### src/rtl/fpadd_pipe.sv
// fpadd_pipe: pipelined IEEE-754 adder/subtractor with round-to-nearest-even.
// An input capture register is followed by four stages: unpack, align/add,
// normalise, round/pack. A pair captured at edge k leaves the output register
// at edge k+4. A stall freezes every register, and reset (active low) clears all
// of them.
module fpadd_pipe #(
  parameter int EXP_W = 8,
  parameter int MAN_W = 23
) (
  input  logic                     clk,
  input  logic                     reset,
  input  logic                     in_valid,
  input  logic                     stall,
  input  logic [1:0]               op,
  input  logic [EXP_W+MAN_W:0]     a,
  input  logic [EXP_W+MAN_W:0]     b,
  output logic                     out_valid,
  output logic [EXP_W+MAN_W:0]     result,
  output logic [3:0]               flags
);

  localparam int W    = 1 + EXP_W + MAN_W;
  // Extended mantissa: hidden bit, fraction, guard, round, sticky
  localparam int MX   = MAN_W + 4;
  localparam int LZ_W = $clog2(MX + 1);
  // Signed working exponent, wide enough for carry-up and leading-zero shifts
  localparam int EE   = ((EXP_W > LZ_W) ? EXP_W : LZ_W) + 2;

  localparam logic signed [EE-1:0] EXP_ONES = EE'((1 << EXP_W) - 1);
  localparam logic signed [EE-1:0] EXP_ONE  = EE'(1);

  // Special-case class carried alongside the datapath
  localparam logic [1:0] SP_NONE = 2'd0;
  localparam logic [1:0] SP_NAN  = 2'd1;
  localparam logic [1:0] SP_INF  = 2'd2;
  localparam logic [1:0] SP_ZERO = 2'd3;

  // ---------------- input capture ----------------
  logic             in_valid_reg;
  logic [1:0]       op_reg;
  logic [W-1:0]     a_reg;
  logic [W-1:0]     b_reg;

  // Register the incoming operand pair; a stalled cycle drops the new pair
  always_ff @(posedge clk) begin
    if (!reset) begin
      in_valid_reg <= 1'b0;
      op_reg       <= '0;
      a_reg        <= '0;
      b_reg        <= '0;
    end else if (!stall) begin
      in_valid_reg <= in_valid;
      op_reg       <= op;
      a_reg        <= a;
      b_reg        <= b;
    end
  end

  // ---------------- stage 1: unpack / classify / swap ----------------
  logic             sign_a, sign_b;
  logic [EXP_W-1:0] exp_a, exp_b;
  logic [MAN_W-1:0] frac_a, frac_b, frac_af, frac_bf;
  logic             zero_a, zero_b, inf_a, inf_b, nan_a, nan_b, swap;

  logic             s1_sign_l_next, s1_sign_s_next, s1_spec_sign_next;
  logic [EXP_W-1:0] s1_exp_next, s1_diff_next;
  logic [MAN_W:0]   s1_man_l_next, s1_man_s_next;
  logic [1:0]       s1_spec_next;

  logic             s1_valid_reg, s1_sign_l_reg, s1_sign_s_reg, s1_spec_sign_reg;
  logic [EXP_W-1:0] s1_exp_reg, s1_diff_reg;
  logic [MAN_W:0]   s1_man_l_reg, s1_man_s_reg;
  logic [1:0]       s1_spec_reg;

  // Split fields, flush zero-exponent inputs, classify, order by magnitude
  always_comb begin
    sign_a  = a_reg[W-1];
    sign_b  = b_reg[W-1] ^ (op_reg == 2'b01);
    exp_a   = a_reg[W-2:MAN_W];
    exp_b   = b_reg[W-2:MAN_W];
    frac_a  = a_reg[MAN_W-1:0];
    frac_b  = b_reg[MAN_W-1:0];
    zero_a  = (exp_a == '0);
    zero_b  = (exp_b == '0);
    inf_a   = (exp_a == '1) && (frac_a == '0);
    inf_b   = (exp_b == '1) && (frac_b == '0);
    nan_a   = (exp_a == '1) && (frac_a != '0);
    nan_b   = (exp_b == '1) && (frac_b != '0);
    frac_af = zero_a ? '0 : frac_a;
    frac_bf = zero_b ? '0 : frac_b;
    swap    = {exp_b, frac_bf} > {exp_a, frac_af};

    if (swap) begin
      s1_sign_l_next = sign_b;
      s1_sign_s_next = sign_a;
      s1_exp_next    = exp_b;
      s1_diff_next   = exp_b - exp_a;
      s1_man_l_next  = {~zero_b, frac_bf};
      s1_man_s_next  = {~zero_a, frac_af};
    end else begin
      s1_sign_l_next = sign_a;
      s1_sign_s_next = sign_b;
      s1_exp_next    = exp_a;
      s1_diff_next   = exp_a - exp_b;
      s1_man_l_next  = {~zero_a, frac_af};
      s1_man_s_next  = {~zero_b, frac_bf};
    end

    s1_spec_next      = SP_NONE;
    s1_spec_sign_next = 1'b0;
    if (nan_a || nan_b || (inf_a && inf_b && (sign_a != sign_b))) begin
      s1_spec_next = SP_NAN;
    end else if (inf_a) begin
      s1_spec_next      = SP_INF;
      s1_spec_sign_next = sign_a;
    end else if (inf_b) begin
      s1_spec_next      = SP_INF;
      s1_spec_sign_next = sign_b;
    end else if (zero_a && zero_b) begin
      // Only (-0)+(-0) keeps a negative sign
      s1_spec_next      = SP_ZERO;
      s1_spec_sign_next = sign_a & sign_b;
    end
  end

  // Stage 1 register
  always_ff @(posedge clk) begin
    if (!reset) begin
      s1_valid_reg     <= 1'b0;
      s1_sign_l_reg    <= 1'b0;
      s1_sign_s_reg    <= 1'b0;
      s1_spec_sign_reg <= 1'b0;
      s1_exp_reg       <= '0;
      s1_diff_reg      <= '0;
      s1_man_l_reg     <= '0;
      s1_man_s_reg     <= '0;
      s1_spec_reg      <= SP_NONE;
    end else if (!stall) begin
      s1_valid_reg     <= in_valid_reg;
      s1_sign_l_reg    <= s1_sign_l_next;
      s1_sign_s_reg    <= s1_sign_s_next;
      s1_spec_sign_reg <= s1_spec_sign_next;
      s1_exp_reg       <= s1_exp_next;
      s1_diff_reg      <= s1_diff_next;
      s1_man_l_reg     <= s1_man_l_next;
      s1_man_s_reg     <= s1_man_s_next;
      s1_spec_reg      <= s1_spec_next;
    end
  end

  // ---------------- stage 2: align / add ----------------
  logic [31:0]      diff_ext;
  logic [MX-1:0]    a_ext, b_ext, b_shift, lost_mask, b_al;
  logic             eff_sub;
  logic [MX:0]      sum_next;

  logic             s2_valid_reg, s2_sign_reg, s2_spec_sign_reg;
  logic [EXP_W-1:0] s2_exp_reg;
  logic [MX:0]      s2_sum_reg;
  logic [1:0]       s2_spec_reg;

  // Shift the smaller mantissa right with sticky collection, then add/subtract
  always_comb begin
    diff_ext  = 32'(s1_diff_reg);
    a_ext     = {s1_man_l_reg, 3'b000};
    b_ext     = {s1_man_s_reg, 3'b000};
    b_shift   = b_ext >> s1_diff_reg;
    lost_mask = ~({MX{1'b1}} << s1_diff_reg);
    if (diff_ext >= 32'(MAN_W + 3)) begin
      b_al = {{(MX-1){1'b0}}, |s1_man_s_reg};
    end else begin
      b_al = {b_shift[MX-1:1], b_shift[0] | (|(b_ext & lost_mask))};
    end
    eff_sub = s1_sign_l_reg ^ s1_sign_s_reg;
    // The larger magnitude is always A, so the difference never goes negative
    if (eff_sub) begin
      sum_next = {1'b0, a_ext} - {1'b0, b_al};
    end else begin
      sum_next = {1'b0, a_ext} + {1'b0, b_al};
    end
  end

  // Stage 2 register
  always_ff @(posedge clk) begin
    if (!reset) begin
      s2_valid_reg     <= 1'b0;
      s2_sign_reg      <= 1'b0;
      s2_spec_sign_reg <= 1'b0;
      s2_exp_reg       <= '0;
      s2_sum_reg       <= '0;
      s2_spec_reg      <= SP_NONE;
    end else if (!stall) begin
      s2_valid_reg     <= s1_valid_reg;
      s2_sign_reg      <= s1_sign_l_reg;
      s2_spec_sign_reg <= s1_spec_sign_reg;
      s2_exp_reg       <= s1_exp_reg;
      s2_sum_reg       <= sum_next;
      s2_spec_reg      <= s1_spec_reg;
    end
  end

  // ---------------- stage 3: normalise ----------------
  logic [LZ_W-1:0]  lz;
  logic             lz_found;
  logic [MX-1:0]    norm_next;
  logic [EE-1:0]    exp_base;
  logic signed [EE-1:0] norm_exp_next;

  logic             s3_valid_reg, s3_sign_reg, s3_spec_sign_reg, s3_zero_reg;
  logic signed [EE-1:0] s3_exp_reg;
  logic [MX-1:0]    s3_man_reg;
  logic [1:0]       s3_spec_reg;

  // Carry-out shifts right by one; otherwise count leading zeros and shift left
  always_comb begin
    lz       = '0;
    lz_found = 1'b0;
    for (int i = MX - 1; i >= 0; i--) begin
      if (!lz_found) begin
        if (s2_sum_reg[i]) begin
          lz_found = 1'b1;
        end else begin
          lz = lz + LZ_W'(1);
        end
      end
    end
    exp_base = EE'(s2_exp_reg);
    if (s2_sum_reg[MX]) begin
      norm_next     = {s2_sum_reg[MX:2], s2_sum_reg[1] | s2_sum_reg[0]};
      norm_exp_next = exp_base + EE'(1);
    end else begin
      norm_next     = s2_sum_reg[MX-1:0] << lz;
      norm_exp_next = exp_base - EE'(lz);
    end
  end

  // Stage 3 register
  always_ff @(posedge clk) begin
    if (!reset) begin
      s3_valid_reg     <= 1'b0;
      s3_sign_reg      <= 1'b0;
      s3_spec_sign_reg <= 1'b0;
      s3_zero_reg      <= 1'b0;
      s3_exp_reg       <= '0;
      s3_man_reg       <= '0;
      s3_spec_reg      <= SP_NONE;
    end else if (!stall) begin
      s3_valid_reg     <= s2_valid_reg;
      s3_sign_reg      <= s2_sign_reg;
      s3_spec_sign_reg <= s2_spec_sign_reg;
      s3_zero_reg      <= (s2_sum_reg == '0);
      s3_exp_reg       <= norm_exp_next;
      s3_man_reg       <= norm_next;
      s3_spec_reg      <= s2_spec_reg;
    end
  end

  // ---------------- stage 4: round / pack ----------------
  logic                 rnd_inc, rnd_carry, inexact;
  logic [MAN_W+1:0]     rounded;
  logic signed [EE-1:0] exp_r;
  logic [MAN_W-1:0]     frac_r;
  logic [W-1:0]         result_next;
  logic [3:0]           flags_next;

  logic                 out_valid_reg;
  logic [W-1:0]         result_reg;
  logic [3:0]           flags_reg;

  // Round to nearest even, detect overflow/underflow, then apply special cases
  always_comb begin
    inexact   = |s3_man_reg[2:0];
    rnd_inc   = s3_man_reg[2] & (s3_man_reg[1] | s3_man_reg[0] | s3_man_reg[3]);
    rounded   = {1'b0, s3_man_reg[MX-1:3]} + {{(MAN_W+1){1'b0}}, rnd_inc};
    rnd_carry = rounded[MAN_W+1];
    exp_r     = s3_exp_reg + EE'(rnd_carry);
    frac_r    = rnd_carry ? rounded[MAN_W:1] : rounded[MAN_W-1:0];

    result_next = '0;
    flags_next  = 4'b0000;
    case (s3_spec_reg)
      SP_NAN: begin
        result_next = {1'b0, {EXP_W{1'b1}}, 1'b1, {(MAN_W-1){1'b0}}};
        flags_next  = 4'b0011;
      end
      SP_INF: begin
        result_next = {s3_spec_sign_reg, {EXP_W{1'b1}}, {MAN_W{1'b0}}};
        flags_next  = {s3_spec_sign_reg, 3'b000};
      end
      SP_ZERO: begin
        result_next = {s3_spec_sign_reg, {(W-1){1'b0}}};
        flags_next  = {s3_spec_sign_reg, 3'b100};
      end
      default: begin
        if (s3_zero_reg) begin
          // Exact cancellation of nonzero operands is +0
          result_next = '0;
          flags_next  = 4'b0100;
        end else if (exp_r >= EXP_ONES) begin
          result_next = {s3_sign_reg, {EXP_W{1'b1}}, {MAN_W{1'b0}}};
          flags_next  = {s3_sign_reg, 3'b011};
        end else if (exp_r < EXP_ONE) begin
          result_next = {s3_sign_reg, {(W-1){1'b0}}};
          flags_next  = {s3_sign_reg, 3'b110};
        end else begin
          result_next = {s3_sign_reg, exp_r[EXP_W-1:0], frac_r};
          flags_next  = {s3_sign_reg, 1'b0, inexact, 1'b0};
        end
      end
    endcase
  end

  // Output register
  always_ff @(posedge clk) begin
    if (!reset) begin
      out_valid_reg <= 1'b0;
      result_reg    <= '0;
      flags_reg     <= '0;
    end else if (!stall) begin
      out_valid_reg <= s3_valid_reg;
      result_reg    <= result_next;
      flags_reg     <= flags_next;
    end
  end

  assign out_valid = out_valid_reg;
  assign result    = result_reg;
  assign flags     = flags_reg;

endmodule

### config.mk
export PLATFORM = sky130hd
export DESIGN_NAME = fpadd_pipe
export DESIGN_NICKNAME = d
export VERILOG_FILES = /design/src/rtl/fpadd_pipe.sv
export SDC_FILE = /design/constraint.sdc
export NUM_CORES = 1
export LEC_CHECK = 0
export ABC_AREA = 0
export CORE_ASPECT_RATIO = 0.7
export CORE_MARGIN = 4
export CORE_UTILIZATION = 29
export CTS_CLUSTER_DIAMETER = 60
export CTS_CLUSTER_SIZE = 10
export DETAILED_ROUTE_END_ITERATION = 8
export PLACE_DENSITY = 0.52
export REMOVE_ABC_BUFFERS = 1
export SLEW_MARGIN = 25
export SYNTH_ARGS = -nofsm -noshare
export SYNTH_HDL_FRONTEND = slang
export SYNTH_SLANG_ARGS = --single-unit
### constraint.sdc
create_clock -name clk -period 38.2 [get_ports clk]
set_clock_uncertainty 0.2 [all_clocks]
set_input_delay 11.46 -clock clk [delete_from_list [all_inputs] [get_ports clk]]
set_output_delay 11.46 -clock clk [all_outputs]
set_load 0.02 [all_outputs]
==> summary.txt <==
CTS
  • Number of CTS-inserted buffers: 39
  • Cts repair resizes: 0
  • CTS Sinks: ~260
  • Clock slew at reported path FFs: roughly 50 ps
  • H-tree depth: 2
  • Clock buffer depth: 3
  • CTS tree: done
  • Post-CTS Repair Setup Buffers: 0
  • Post-CTS Hold Fix Bufs: 0
  • Root Buffer: clkbuf_16
  • Skew-Pair Late Insertion Delay: roughly 570 ps

Cells and area
  • Nets: between 2,000 and 3,000
  • Post-Layout Inst Area: 0.0234 mm²
  • P&R area growth vs syn: 14.5%
  • Final Util: between 30% and 40%
  • Antenna Cells: 0
  • Layout cells sized above 1: 5.99%

Die
  • Initial core utilization: slightly below 30%
  • Die Width: 325 µm
  • Full die area: approximately 0.075 mm²
  • Core ar.: 0.0698 mm²
  • Die H: between 200 and 250 µm
  • Number of core rows: 81
  • IO Count: ~110

GRT
  • GRT Residual Overflow: 0
  • Number of global-route vias before repair: about 18,000
  • First-pass GRT wire length: 103 mm
  • Initial antenna violation count: 0
  • Largest net degree at the start of global routing: 88
  • All-Layer GR Usage: between 15 and 20%

STA
  • Max_slew headroom: between 30% and 40%
  • Final Hold Fails: 0
  • Period minus WS final: 18,620 ps
  • Slew Viols, Final: 0
  • RSZ-0062 raised after global routing: false
  • Final setup viols: 0
  • Slew @ Worst Pin: between 900 and 1000 ps
  • Final worst setup slack: ~20,000 ps
  • Total negative slack: 0 ps
  • FMAX: around 54 MHz
  • Period utilization: roughly half

Yosys
  • Seq/Total Area, Yosys: 25.2%
  • Synth top area cells: dfxtp_1, mux2i_1, ha_1
  • Register bit total from synthesis: ~260
  • EDFF count, synth: 0
  • Top FF cell, synth: dfxtp_1
  • Yosys top cell area share: between 20 and 30%
  • Post-Syn Instances: 2,713
  • Commonest cells post-synth: nor2_1, nand2_1, dfxtp_1
  • Mapped cell area: between 0.02 and 0.025 mm²
  • Avg Synthesized Cell Area: 7.53 µm²
  • Library cells used by synthesis: 93
  • Most common cell in the netlist: nor2_1
  • Synth async-reset ratio: 0%
  • Cell taking the most area after synthesis: dfxtp_1
  • Count of yosys warnings during synthesis: 0

Detailed routing
  • Initial DRC count: around 1,600
  • Wire length per cell: approximately 18 µm
  • DRC viols: 0
  • Vias per cell: approximately 5.3
  • Initial DRT Pass Iterations: 8
  • Routed WL: ~64 mm
  • DR vias: about 20,000
  • Post-DRT Antenna Nets: 0

Placed design
  • Setup WS pre-CTS: between 15,000 and 20,000 ps
  • GP Congestion: between 0.9 and 1
  • # port buffers: approximately 110
  • Cell Area, Placed: roughly 0.022 mm²
  • DPL Wire Length: between 40 and 50 mm

Pwr
  • VDD IR max: roughly 72 µV
  • Total power: between 1.5 and 2 mW
  • Power Density: ~69 mW/mm²
  • P_leak: slightly below 10 nW

Setup path
  • R2R depth: 96
  • Family with the most delay on the worst path: adder cells
  • Crit-path max cell delay: 760 ps
  • CP endpoint kind: flop
  • Max FO, Critical Path: 23
  • Worst path arrival time: approximately 19,000 ps
  • Critical setup path kind: reg -> reg
  • Worst r2r dst: s3_exp_reg[7]
  • Setup slack, reg-to-reg: approximately 20,000 ps
  • Critical Path RT: 38,420 ps
  • WP buf/inv: 8
  • Slowest CP cell: xor2_1
  • CP Launch Type: flop
  • Launch point of the worst reg-to-reg path: s2_sum_reg[25]
  • CP dominant cell by count: ha_1

Worst hold path
  • Worst Hold Path Cells: 2
  • Hold endpoint: s1_exp_reg[5]
  • Hold Path Origin: s1_exp_reg[5]
  • Hold/Removal Path Class: reg -> reg

Run status
  • Status: finished, final reports clean

Run
  • Max-cap violation count: 0
kinds of logic after synthesis:
kind of cell | synth area share [%]
multiplexers | 10.6
flip-flops | 25.2
buffers and inverters | 6.04
AO/OA/AOI/OAI | 22.6
adder cells (fa/ha/maj) | 8.26
AND/OR/NAND/NOR | 21.9
XOR/XNOR | 5.43
power breakdown:
part / leakage [nW] / internal (mW) / switching [mW]
sequential: 2.11 / 0.301 / 0.0486
combinational: 6.99 / 0.363 / 0.551
clock: 0.600 / 0.212 / 0.135
total: 9.70 / 0.876 / 0.734
worst reg2reg max path, delay by kind of cell, from the launching register on:
| kind | cells | cell delay [ps] |
|---|---|---|
| muxes | 10 | 1060 |
| AOI/OAI and AO/OA | 29 | 4550 |
| adders and majority gates | 23 | 6970 |
| and+or+nand+nor | 22 | 2650 |
| xor gates and xnor gates | 4 | 1250 |
| buffers and inverters | 8 | 1340 |
| DFF | 1 | 480 |
final cells by class:
type	count	area (µm²)
inverters	136	518
multi-input cells	2138	14100
flip-flops and latches	257	5140
clock buffers	45	1060
fillers	7411	46400
clock inverters	13	163
repair buffers	134	1270
well taps	913	1140
through the flow:
stage          std cells  hold WS [ps]
2_1_floorplan       2531           238
3_3_place_gp        3578           255
3_5_place_dp        3578           254
4_1_cts             3636           263
5_1_grt             3636           282
6_report            3636           262
routing by layer:
layer  part of all wire (%)  vias to the layer above  GRT usage, %
met3                    6.4                       76          2.81
met1                     52                     9128          26.0
met4                    1.9                        0          4.01
li1                       -                     9673             -
met5                      0                        -             0
met2                     40                      572          23.4
layout by cell type (no fill, tap or decap), types with 27 or more instances in the layout:
cell and instances:
nor2_1 390, nand2_1 263, dfxtp_1 257, a21oi_1 199, mux2i_1 179, o21ai_0 150, inv_1 130, ha_1 126
clkdlybuf4s50_1 104, nor3_1 75, xnor2_1 60, nand3_1 46, a211oi_1 42, clkbuf_16 41, o211ai_1 36, xor2_1 36
a21o_1 33, nand4_1 30, buf_4 28, a22oi_1 27
how the worst max path moves through the flow:
stage                        start       endpoint  cells after the start
finish              s2_sum_reg[25]  s3_exp_reg[7]                     96
global route        s2_sum_reg[26]  s3_exp_reg[6]                     94
CTS                 s2_sum_reg[26]  s3_exp_reg[7]                     95
detailed placement  s2_sum_reg[26]  s3_exp_reg[7]                     95
global placement    s2_sum_reg[26]  s3_exp_reg[6]                     94
floorplan           s2_sum_reg[26]  s3_exp_reg[7]                     97
Power figures use the tool's default switching activity.
